[src/rtl/timer_bank.sv]
// timer_bank: bank of independent down-counting timers with a valid/ready load
// port, per-channel cancel, single-cycle expiry pulses and a count readback.
//
// state  | meaning
// S_IDLE | channel stopped, cnt held at 0, never counts or expires
// S_RUN  | channel counting down; expires when cnt reaches 1
module timer_bank #(
  parameter  int WIDTH    = 8,
  parameter  int CHANNELS = 2,
  localparam int CH_BITS  = (CHANNELS > 1) ? $clog2(CHANNELS) : 1
) (
  input  logic                i_clk,
  input  logic                i_rst,
  input  logic                i_load_valid,
  output logic                o_load_ready,
  input  logic [CH_BITS-1:0]  i_load_ch,
  input  logic [WIDTH-1:0]    i_load_value,
  input  logic                i_load_periodic,
  input  logic                i_load_force,
  input  logic [CHANNELS-1:0] i_cancel,
  output logic [CHANNELS-1:0] o_active,
  output logic [CHANNELS-1:0] o_expired,
  input  logic [CH_BITS-1:0]  i_rd_ch,
  output logic [WIDTH-1:0]    o_rd_count
);

  typedef enum logic {S_IDLE = 1'b0, S_RUN = 1'b1} state_e;

  state_e                            r_state     [CHANNELS];
  state_e                            w_state_nxt [CHANNELS];
  logic   [CHANNELS-1:0][WIDTH-1:0]  r_cnt;
  logic   [CHANNELS-1:0][WIDTH-1:0]  w_cnt_nxt;
  logic   [CHANNELS-1:0][WIDTH-1:0]  r_rel;
  logic   [CHANNELS-1:0][WIDTH-1:0]  w_rel_nxt;
  logic   [CHANNELS-1:0]             r_per;
  logic   [CHANNELS-1:0]             w_per_nxt;
  logic   [CHANNELS-1:0]             r_expired;
  logic   [CHANNELS-1:0]             w_expired_nxt;
  logic                              w_sel_active;

  // Out-of-range channel selects never match, so they read as idle and are dropped.
  always_comb begin
    w_sel_active = 1'b0;
    for (int i = 0; i < CHANNELS; i++) begin
      if (i_load_ch == CH_BITS'(i)) w_sel_active = (r_state[i] == S_RUN);
    end
  end

  assign o_load_ready = !i_rst && (!w_sel_active || i_load_force);

  always_comb begin
    for (int i = 0; i < CHANNELS; i++) begin
      w_state_nxt[i]   = r_state[i];
      w_cnt_nxt[i]     = r_cnt[i];
      w_rel_nxt[i]     = r_rel[i];
      w_per_nxt[i]     = r_per[i];
      w_expired_nxt[i] = 1'b0;
      if (i_load_valid && o_load_ready && (i_load_ch == CH_BITS'(i))) begin
        if (i_load_value != '0) begin
          w_state_nxt[i] = S_RUN;
          w_cnt_nxt[i]   = i_load_value;
          w_rel_nxt[i]   = i_load_value;
          w_per_nxt[i]   = i_load_periodic;
        end else begin
          w_state_nxt[i] = S_IDLE;
          w_cnt_nxt[i]   = '0;
        end
      end else if (i_cancel[i]) begin
        w_state_nxt[i] = S_IDLE;
        w_cnt_nxt[i]   = '0;
      end else if (r_state[i] == S_RUN) begin
        if (r_cnt[i] > WIDTH'(1)) begin
          w_cnt_nxt[i] = r_cnt[i] - WIDTH'(1);
        end else if (r_cnt[i] == WIDTH'(1)) begin
          w_expired_nxt[i] = 1'b1;
          if (r_per[i]) begin
            w_cnt_nxt[i] = r_rel[i];
          end else begin
            w_state_nxt[i] = S_IDLE;
            w_cnt_nxt[i]   = '0;
          end
        end
      end
    end
  end

  always_ff @(posedge i_clk) begin
    if (i_rst) begin
      for (int i = 0; i < CHANNELS; i++) r_state[i] <= S_IDLE;
      r_cnt     <= '0;
      r_rel     <= '0;
      r_per     <= '0;
      r_expired <= '0;
    end else begin
      for (int i = 0; i < CHANNELS; i++) r_state[i] <= w_state_nxt[i];
      r_cnt     <= w_cnt_nxt;
      r_rel     <= w_rel_nxt;
      r_per     <= w_per_nxt;
      r_expired <= w_expired_nxt;
    end
  end

  always_comb begin
    o_active   = '0;
    o_rd_count = '0;
    for (int i = 0; i < CHANNELS; i++) begin
      o_active[i] = (r_state[i] == S_RUN);
      if (i_rd_ch == CH_BITS'(i)) o_rd_count = r_cnt[i];
    end
  end

  assign o_expired = r_expired;

endmodule

[config.mk]
export PLATFORM = sky130hd
export DESIGN_NAME = timer_bank
export DESIGN_NICKNAME = d
export VERILOG_FILES = /design/src/rtl/timer_bank.sv
export SDC_FILE = /design/constraint.sdc
export NUM_CORES = 1
export LEC_CHECK = 0
export BUFFER_PORTS_ARGS = -buffer_cell sky130_fd_sc_hd__clkbuf_2
export CORE_ASPECT_RATIO = 1.25
export CORE_MARGIN = 8
export CORE_UTILIZATION = 57
export DETAILED_ROUTE_END_ITERATION = 7
export PLACE_DENSITY = 0.75
export SETUP_SLACK_MARGIN = 0.4
export SYNTH_ARGS = -nofsm -noshare
export SYNTH_HDL_FRONTEND = slang
export SYNTH_SLANG_ARGS = --single-unit
[constraint.sdc]
create_clock -name i_clk -period 2.65 [get_ports i_clk]
set_input_delay 0.265 -clock i_clk [delete_from_list [all_inputs] [get_ports i_clk]]
set_output_delay 0.265 -clock i_clk [all_outputs]
set_load 0.01 [all_outputs]
==> impl_metrics.sql, run 1 <==
INSERT INTO impl_metrics (metric_group, metric, value, unit) VALUES
('synth', 'ys_seq_elements', '38', ''),
('grt', 'global_route_wire_length_before_repair', '10.05', 'mm'),
('grt', 'gr-total-overflow', '0', ''),
('pwr', 'pwr_density_cell', '597.5', 'mW/mm2'),
('setup_path', 'worst-setup-path-type', 'flip-flop to flip-flop', ''),
('sta', 'accumulated_negative_setup_slack', '0', 'ns'),
('synth', 'postSynthCellCount', '268', ''),
('setup_path', 'crit-reg2reg-capture', 'r_cnt[9]$_SDFFE_PP0P_', ''),
('run_status', 'status', 'completed', ''),
('setup_path', 'worst-r2r-cell-count', '6', ''),
('clocking', 'clock_insertion_delay_worst_skew', '0.29', 'ns'),
('clocking', 'holdBufCountCts', '0', ''),
('clocking', 'cts_buffer_depth', '2', ''),
('sta', 'fin_worst_skew', '0.007018', 'ns'),
('synth', 'postSynthNetCount', '289', ''),
('detailed_routing', 'totalWireLength', '5.930', 'mm'),
('detailed_routing', 'detail_route.wl_per_cell', '17.65', 'um'),
('setup_path', 'crit_path_start_kind', 'flip-flop', ''),
('sta', 'finalHoldViolCount', '0', ''),
('detailed_routing', 'pre_antenna_drt_iters', '4', ''),
('finish', 'stdcell_count', '336', ''),
('clocking', 'numClockSinks', '38', ''),
('setup_path', 'r2r_slack', '0.49', 'ns'),
('detailed_routing', 'drc_viols', '0', ''),
('synth', 'synthesis.area', '0.002168', 'mm2'),
('finish', 'diodes_inserted', '0', ''),
('sta', 'slew_headroom', '69.61', '%'),
('die', 'starting_density', '58.25', '%'),
('finish', 'finalNetCount', '316', ''),
('setup_path', 'critical_path.endpoint', 'r_cnt[9]$_SDFFE_PP0P_', ''),
('setup_path', 'r2r_start', 'r_cnt[8]$_SDFFE_PP0P_', ''),
('sta', 'tightestPinTransition', '0.4558', 'ns'),
('sta', 'setup_viol', '0', ''),
('detailed_routing', 'final_antenna_net_count', '0', ''),
('clocking', 'post_cts.repair.setup_buffers', '0', ''),
('synth', 'ys.warnings.count', '0', ''),
('die', 'chipHeight', '84.96', 'um'),
('sta', 'final_min_period_over_clock_period', '81.42', '%'),
('detailed_routing', 'drt_iter0_drc', '178', ''),
('grt', 'first_global_vias', '2053', ''),
('die', 'fp.dieArea', '0.006046', 'mm2'),
('detailed_routing', 'via_count', '2090', ''),
('placement', 'buffer_ports.inserted', '29', ''),
('hold_path', 'hp-class', 'input port to flip-flop', ''),
('sta', 'timing.fmax', '463.5', 'MHz'),
('die', 'die-width', '71.17', 'um'),
('synth', 'synth_ff_type', 'sky130_fd_sc_hd__dfxtp_1', ''),
('clocking', 'cts_tree', 'done', ''),
('clocking', 'clkTransAtPathRegs', '0.08', 'ns'),
('setup_path', 'required', '2.85', 'ns'),
('grt', 'grt_antenna_before_repair', '0', ''),
('setup_path', 'worst-endpoint-arrival', '2.36', 'ns'),
('placement', 'pre_cts_ws', '0.2780', 'ns'),
('synth', 'synth_enable_flop_cells', '0', ''),
('grt', 'grt_util_all_layers', '20.36', '%'),
('finish', 'post_route_cells_drive_above_1_share', '26.69', '%'),
('sta', 'final.min_clock_period', '2.158', 'ns'),
('synth', 'synth.lib_cells_used.distinct', '48', ''),
('setup_path', 'crit_path_end_kind', 'flip-flop', ''),
('setup_path', 'timing.critical_path.from', 'r_cnt[8]$_SDFFE_PP0P_', ''),
('synth', 'yosysSeqAreaShare', '35.08', '%'),
('synth', 'postSynth.asyncResetShare', '0', '%'),
('clocking', 'cts_root_buffer', 'sky130_fd_sc_hd__clkbuf_8', ''),
('pwr', 'leakage', '1.004', 'nW'),
('synth', 'syn-mean-instance-area', '8.091', 'um2'),
('clocking', 'tritoncts.num_buffers', '5', ''),
('placement', 'replace_congestion', '0.9058', ''),
('placement', 'place_inst', '327', ''),
('setup_path', 'crit_path_max_fanout', '8', ''),
('placement', 'dp_hpwl', '4.175', 'mm'),
('die', 'core_area', '0.003722', 'mm2'),
('die', 'core.rowCount', '25', ''),
('sta', 'drv_slew', '0', ''),
('die', 'io-pin-count', '30', ''),
('job', 'drv_cap', '0', ''),
('sta', 'grt_setup_unrepaired', 'no', ''),
('grt', 'grt_start_max_net_pins', '41', ''),
('pwr', 'maximum_ir_drop_on_the_vdd_rail', '0.0004000', 'V'),
('pwr', 'report.power.total', '1.484', 'mW'),
('finish', 'area.growth.synth_to_final', '14.54', '%'),
('clocking', 'htree_levels', '2', ''),
('sta', 'postLayoutSetupSlackWorst', '0.4923', 'ns'),
('detailed_routing', 'route.detailed.vias_per_inst', '6.220', '');
## what timing repair did
item,CTS,global route
resized for setup,5,14
setup endpoints to repair,7,13
cloned,1,0
hold endpoints to repair,0,0
pin swaps,1,1
## how the worst min path moves through the flow
stage | start | end | slack [ns] | cells after the start
2_1_floorplan | i_load_ch | o_expired[1]$_SDFF_PP0_ | 0.37 | 1
3_3_place_gp | r_rel[4]$_SDFFE_PP0P_ | r_rel[4]$_SDFFE_PP0P_ | 0.44 | 2
3_5_place_dp | r_rel[4]$_SDFFE_PP0P_ | r_rel[4]$_SDFFE_PP0P_ | 0.44 | 2
4_1_cts | i_load_valid | o_expired[1]$_SDFF_PP0_ | 0.19 | 2
5_1_grt | i_load_valid | o_expired[1]$_SDFF_PP0_ | 0.20 | 2
6_report | i_load_valid | o_expired[1]$_SDFF_PP0_ | 0.20 | 2
## power breakdown
part | total [mW] | switching [mW] | internal, mW | leakage (nW)
registers | 0.660 | 0.0534 | 0.607 | 0.312
clock network | 0.423 | 0.214 | 0.209 | 0.0472
logic | 0.400 | 0.230 | 0.171 | 0.645
total | 1.48 | 0.497 | 0.987 | 1.00
## layer usage
layer / up-vias / track usage, % / routed length [um]
li1: 1040 / - / -
met1: 990 / 23.69 / 2497
met2: 49 / 34.67 / 3074
met3: 11 / 4.953 / 247
met4: 0 / 7.780 / 110
met5: - / 0 / 0
## state kept, by name, indices dropped and copies added, names as in the netlist
signal,count
r_state,2
r_cnt,16
o_expired,2
r_rel,16
r_per,2
## cells in the final DEF, fill, tap and decap left out, drive strengths merged, types with 3 or more instances in the layout
cell    netlist  final
o21ai        16     16
and3         13     13
or4           3      3
inv           7      7
nor2         36     36
mux2          6      6
nand2        39     39
nor3          5      5
a22oi         3      3
nor4          6      6
o211ai        3      3
xnor2         3      3
a311oi       16     16
a21oi        21     21
buf           8      6
clkbuf        8     35
nand3         3      3
dfxtp        38     38
xor2          3      3
mux2i         3      3
ha            4      4
## synthesized netlist by cell type, types with 4 or more instances
cell type                  instances  area share (%)
sky130_fd_sc_hd__nand2_1          39             6.8
sky130_fd_sc_hd__dfxtp_1          38              35
sky130_fd_sc_hd__nor2_1           36             6.2
sky130_fd_sc_hd__a21oi_1          21             4.8
sky130_fd_sc_hd__a311oi_1         16             6.5
sky130_fd_sc_hd__o21ai_0          13             3.0
sky130_fd_sc_hd__and3_1           10             2.9
sky130_fd_sc_hd__clkbuf_1          8             1.4
sky130_fd_sc_hd__inv_1             7             1.2
sky130_fd_sc_hd__buf_6             6             3.1
sky130_fd_sc_hd__mux2_2            6             3.1
sky130_fd_sc_hd__nor3_1            5             1.2
sky130_fd_sc_hd__ha_1              4             2.3
sky130_fd_sc_hd__nor4_1            4             1.2
## per-stage QoR
stage	util [%]	hold WS [ns]	area, um2
after floorplan	-	0.3714	2168
after global placement	62.02	0.4370	2308
after detailed placement	62.02	0.4436	2308
after CTS	65.28	0.1919	2430
after global routing	66.72	0.2006	2484
final	66.72	0.1986	2484
## layout make-up
class / count / area, um2
flip-flops and latches: 38 / 764.5
clock buffers: 6 / 82.58
inverters: 7 / 26.28
fillers: 318 / 1239
well taps: 40 / 50.05
clock inverters: 2 / 12.51
repair buffers: 35 / 190.2
multi-input cells: 208 / 1358
## kinds of logic after synthesis
logic type,Yosys count,synth area share (%)
xor gates and xnor gates,6,2.424
DFF,38,35.08
and+or+nand+nor,116,26.66
muxes,9,4.501
buffers and inverters,23,6.116
AOI/OAI and AO/OA,72,22.91
adders and majority gates,4,2.308
## worst max-delay path: stages (launching register included)
cell                       delay (ns)
sky130_fd_sc_hd__dfxtp_2         0.37
sky130_fd_sc_hd__inv_2           0.08
sky130_fd_sc_hd__ha_4            0.15
sky130_fd_sc_hd__or3b_4          0.39
sky130_fd_sc_hd__or3b_4          0.44
sky130_fd_sc_hd__a211o_4         0.40
sky130_fd_sc_hd__a311oi_1        0.25
(Power assumes the default switching activity.)
==> inputs of run 2 (changes only) <==
--- a/config.mk
+++ b/config.mk
@@ -8,9 +8,9 @@
 export BUFFER_PORTS_ARGS = -buffer_cell sky130_fd_sc_hd__clkbuf_2
 export CORE_ASPECT_RATIO = 1.25
 export CORE_MARGIN = 8
-export CORE_UTILIZATION = 57
+export CORE_UTILIZATION = 51
 export DETAILED_ROUTE_END_ITERATION = 7
-export PLACE_DENSITY = 0.75
+export PLACE_DENSITY = 0.71
 export SETUP_SLACK_MARGIN = 0.4
 export SYNTH_ARGS = -nofsm -noshare
 export SYNTH_HDL_FRONTEND = slang
==> constraint.sdc (replaced) <==
create_clock -name i_clk -period 1.9 [get_ports i_clk]
set_input_delay 0.19 -clock i_clk [delete_from_list [all_inputs] [get_ports i_clk]]
set_output_delay 0.19 -clock i_clk [all_outputs]
set_load 0.01 [all_outputs]
==> run 2 against run 1 <==
  * The flow now finishes with violations (negative setup slack)
  * Clock skew shrank 0.0015 ns
  * Design area increased by 22%
  * Register-to-register slack lost 0.62 ns
  * Total power up 63%
  * Flip-flop and latch count unchanged
  * Fmax is 6.5% higher
  * Clock power is 62% higher
  * Critical path depth stayed put
  * Combinational power increased by 110%
  * Sequential share of layout area shrank 5.3 points
  * Largest cell class unchanged
==> impl_metrics.sql, run 2 (same netlist as run 1, synthesis figures left out) <==
INSERT INTO impl_metrics (metric_group, metric, value, unit) VALUES
('die', 'die-width', '74.32', 'um'),
('detailed_routing', 'totalWireLength', '6.939', 'mm'),
('placement', 'dp_hpwl', '4.752', 'mm'),
('job', 'drv_cap', '0', ''),
('setup_path', 'crit_path_end_kind', 'flip-flop', ''),
('detailed_routing', 'drc_viols', '0', ''),
('die', 'fp.dieArea', '0.006607', 'mm2'),
('finish', 'final_core_util', '73.66', '%'),
('grt', 'gr-total-overflow', '0', ''),
('die', 'starting_density', '52.90', '%'),
('finish', 'finalNetCount', '359', ''),
('detailed_routing', 'drt_iter0_drc', '168', ''),
('clocking', 'tritoncts.num_buffers', '5', ''),
('clocking', 'numClockSinks', '38', ''),
('setup_path', 'list_of_cells_traversed_by_the_critical_path', 'inv_2 -> ha_4 -> or3b_4 -> or3b_4 -> a211o_4 -> a311oi_2', ''),
('setup_path', 'worst-endpoint-arrival', '2.24', 'ns'),
('finish', 'area.growth.synth_to_final', '39.24', '%'),
('die', 'io-pin-count', '30', ''),
('placement', 'replace_congestion', '0.9189', ''),
('finish', 'post_route_cells_drive_above_1_share', '43.66', '%'),
('setup_path', 'cp.depth', '6', ''),
('pwr', 'pwr_density_cell', '799.7', 'mW/mm2'),
('sta', 'final_min_period_over_clock_period', '106.7', '%'),
('die', 'core_area', '0.004099', 'mm2'),
('sta', 'tightestPinTransition', '0.4372', 'ns'),
('hold_path', 'hp-class', 'input port to flip-flop', ''),
('grt', 'grt_antenna_before_repair', '0', ''),
('die', 'chipHeight', '88.90', 'um'),
('sta', 'finalHoldViolCount', '0', ''),
('grt', 'grt_start_max_net_pins', '31', ''),
('setup_path', 'crit_path_max_fanout', '7', ''),
('sta', 'setup_viol', '10', ''),
('detailed_routing', 'route.detailed.vias_per_inst', '5.934', ''),
('sta', 'grt_setup_unrepaired', 'yes', ''),
('setup_path', 'r2r_slack', '-0.13', 'ns'),
('pwr', 'p_int', '1.634', 'mW'),
('detailed_routing', 'pre_antenna_drt_iters', '4', ''),
('sta', 'drv_slew', '0', ''),
('clocking', 'cts_buffer_depth', '2', ''),
('pwr', 'leakage', '1.255', 'nW'),
('clocking', 'clkTransAtPathRegs', '0.08', 'ns'),
('setup_path', 'crit_path_start_kind', 'flip-flop', ''),
('finish', 'layout_common_cells', 'sky130_fd_sc_hd__buf_4 (41), sky130_fd_sc_hd__nand2_1 (37), sky130_fd_sc_hd__dfxtp_1 (32)', ''),
('pwr', 'share_clk_of_total_power', '28.3', '%'),
('setup_path', 'r2r_start', 'r_cnt[9]$_SDFFE_PP0P_', ''),
('setup_path', 'timing.critical_path.mode_cell', 'sky130_fd_sc_hd__or3b_4', ''),
('sta', 'fin_worst_skew', '0.005507', 'ns'),
('setup_path', 'cp.buffers_inverters', '1', ''),
('sta', 'final.min_clock_period', '2.026', 'ns'),
('setup_path', 'timing.critical_path.from', 'r_cnt[9]$_SDFFE_PP0P_', ''),
('grt', 'global_route_wire_length_before_repair', '11.00', 'mm'),
('sta', 'hold_slack', '0.1118', 'ns'),
('setup_path', 'critical_path.endpoint', 'r_cnt[14]$_SDFFE_PP0P_', ''),
('setup_path', 'timing.critical_path.max_delay_family', 'simple AND/OR/NAND/NOR gates', ''),
('setup_path', 'worst-setup-path-type', 'flip-flop to flip-flop', ''),
('finish', 'biggestRegsByFlops', 'r_cnt x16, r_rel x16', ''),
('finish', 'diodes_inserted', '0', ''),
('clocking', 'cts_tree', 'done', ''),
('run_status', 'status', 'finished with violations', ''),
('detailed_routing', 'detail_route.wl_per_cell', '17.57', 'um'),
('pwr', 'switching_share', '32.31', '%'),
('finish', 'layout_commonest_cell', 'sky130_fd_sc_hd__buf_4', ''),
('detailed_routing', 'via_count', '2344', ''),
('setup_path', 'crit-reg2reg-capture', 'r_cnt[14]$_SDFFE_PP0P_', ''),
('setup_path', 'worst_path_largest_cell_delay', '0.41', 'ns'),
('setup_path', 'required', '2.11', 'ns'),
('setup_path', 'worst-r2r-cell-count', '6', ''),
('run_status', 'violations', 'negative setup slack', ''),
('sta', 'postLayoutSetupSlackWorst', '-0.1264', 'ns'),
('placement', 'buffer_ports.inserted', '29', ''),
('pwr', 'power_frac_comb', '34.8', '%'),
('die', 'core.rowCount', '26', ''),
('pwr', 'maximum_ir_drop_on_the_vdd_rail', '0.0007300', 'V'),
('setup_path', 'critPathSlowestCell', 'sky130_fd_sc_hd__or3b_4', ''),
('grt', 'grt_util_all_layers', '21.48', '%'),
('clocking', 'clock_insertion_delay_worst_skew', '0.29', 'ns'),
('sta', 'timing.fmax', '493.5', 'MHz'),
('sta', 'accumulated_negative_setup_slack', '-0.8603', 'ns'),
('detailed_routing', 'final_antenna_net_count', '0', ''),
('sta', 'slew_headroom', '70.78', '%'),
('pwr', 'sequentialPowerShare', '36.9', '%'),
('pwr', 'switching_power', '0.7801', 'mW'),
('clocking', 'htree_levels', '2', ''),
('clocking', 'holdBufCountCts', '0', ''),
('grt', 'first_global_vias', '2245', ''),
('clocking', 'cts_root_buffer', 'sky130_fd_sc_hd__clkbuf_8', '');
[run 2: what timing repair did]
item / CTS / global route
setup endpoints to repair: 35 / 28
setup buffers: 4 / 8
gates resized for setup: 27 / 24
gates cloned: 2 / 1
pin swaps: 12 / 13
[run 2: worst min-delay path by stage]
stage	slack, ns	endpoint	depth (start not counted)	from
final	0.11	o_expired[1]$_SDFF_PP0_	2	i_load_valid
after global routing	0.12	o_expired[1]$_SDFF_PP0_	2	i_load_valid
after CTS	0.11	o_expired[1]$_SDFF_PP0_	2	i_load_valid
after detailed placement	0.42	o_expired[1]$_SDFF_PP0_	2	i_load_valid
after global placement	0.41	o_expired[1]$_SDFF_PP0_	2	i_load_valid
after floorplan	0.30	o_expired[1]$_SDFF_PP0_	1	i_load_ch
[run 2: routing by layer]
metal  global-route usage [%]  part of all wire (%)  routed length, um  vias up
li1                         -                     -                  -     1129
met1                    24.31                    39               2681     1121
met2                    38.46                    54               3720       77
met3                    3.367                   5.3                367       17
met4                    9.286                   2.4                170        0
met5                        0                     0                  0        -
[run 2: power by group through the flow]
stage	combinational, mW	clock, mW	sequential (mW)
final	0.840	0.684	0.891
after global routing	0.912	0.721	0.896
after CTS	0.765	0.687	0.888
after detailed placement	0.677	0	0.906
after global placement	0.675	0	0.903
after floorplan	0.443	0	0.908
[run 2: worst reg2reg max path: stages, from the launching register on]
cell	delay [ns]
sky130_fd_sc_hd__dfxtp_2	0.33
sky130_fd_sc_hd__inv_2	0.07
sky130_fd_sc_hd__ha_4	0.13
sky130_fd_sc_hd__or3b_4	0.37
sky130_fd_sc_hd__or3b_4	0.41
sky130_fd_sc_hd__a211o_4	0.40
sky130_fd_sc_hd__a311oi_2	0.24
[run 2: area by class of cell]
cell class | instances | area, um2
clock buffer | 5 | 68.82
clock inverter | 3 | 40.04
fill | 305 | 1080
inverter | 7 | 26.28
multi-input combinational | 209 | 1511
sequential | 38 | 770.7
tap | 56 | 70.07
timing repair buffer | 77 | 531.8
[run 2: metrics by stage]
stage / cells / area [um2] / worst slack, ns / total power, mW
floorplan: 268 / 2225 / -0.1326 / 1.351
global placement: 372 / 2601 / -0.1070 / 1.578
detailed placement: 372 / 2601 / -0.1689 / 1.583
CTS: 386 / 2858 / -0.09663 / 2.340
global route: 395 / 3019 / -0.1950 / 2.530
finish: 395 / 3019 / -0.1264 / 2.414
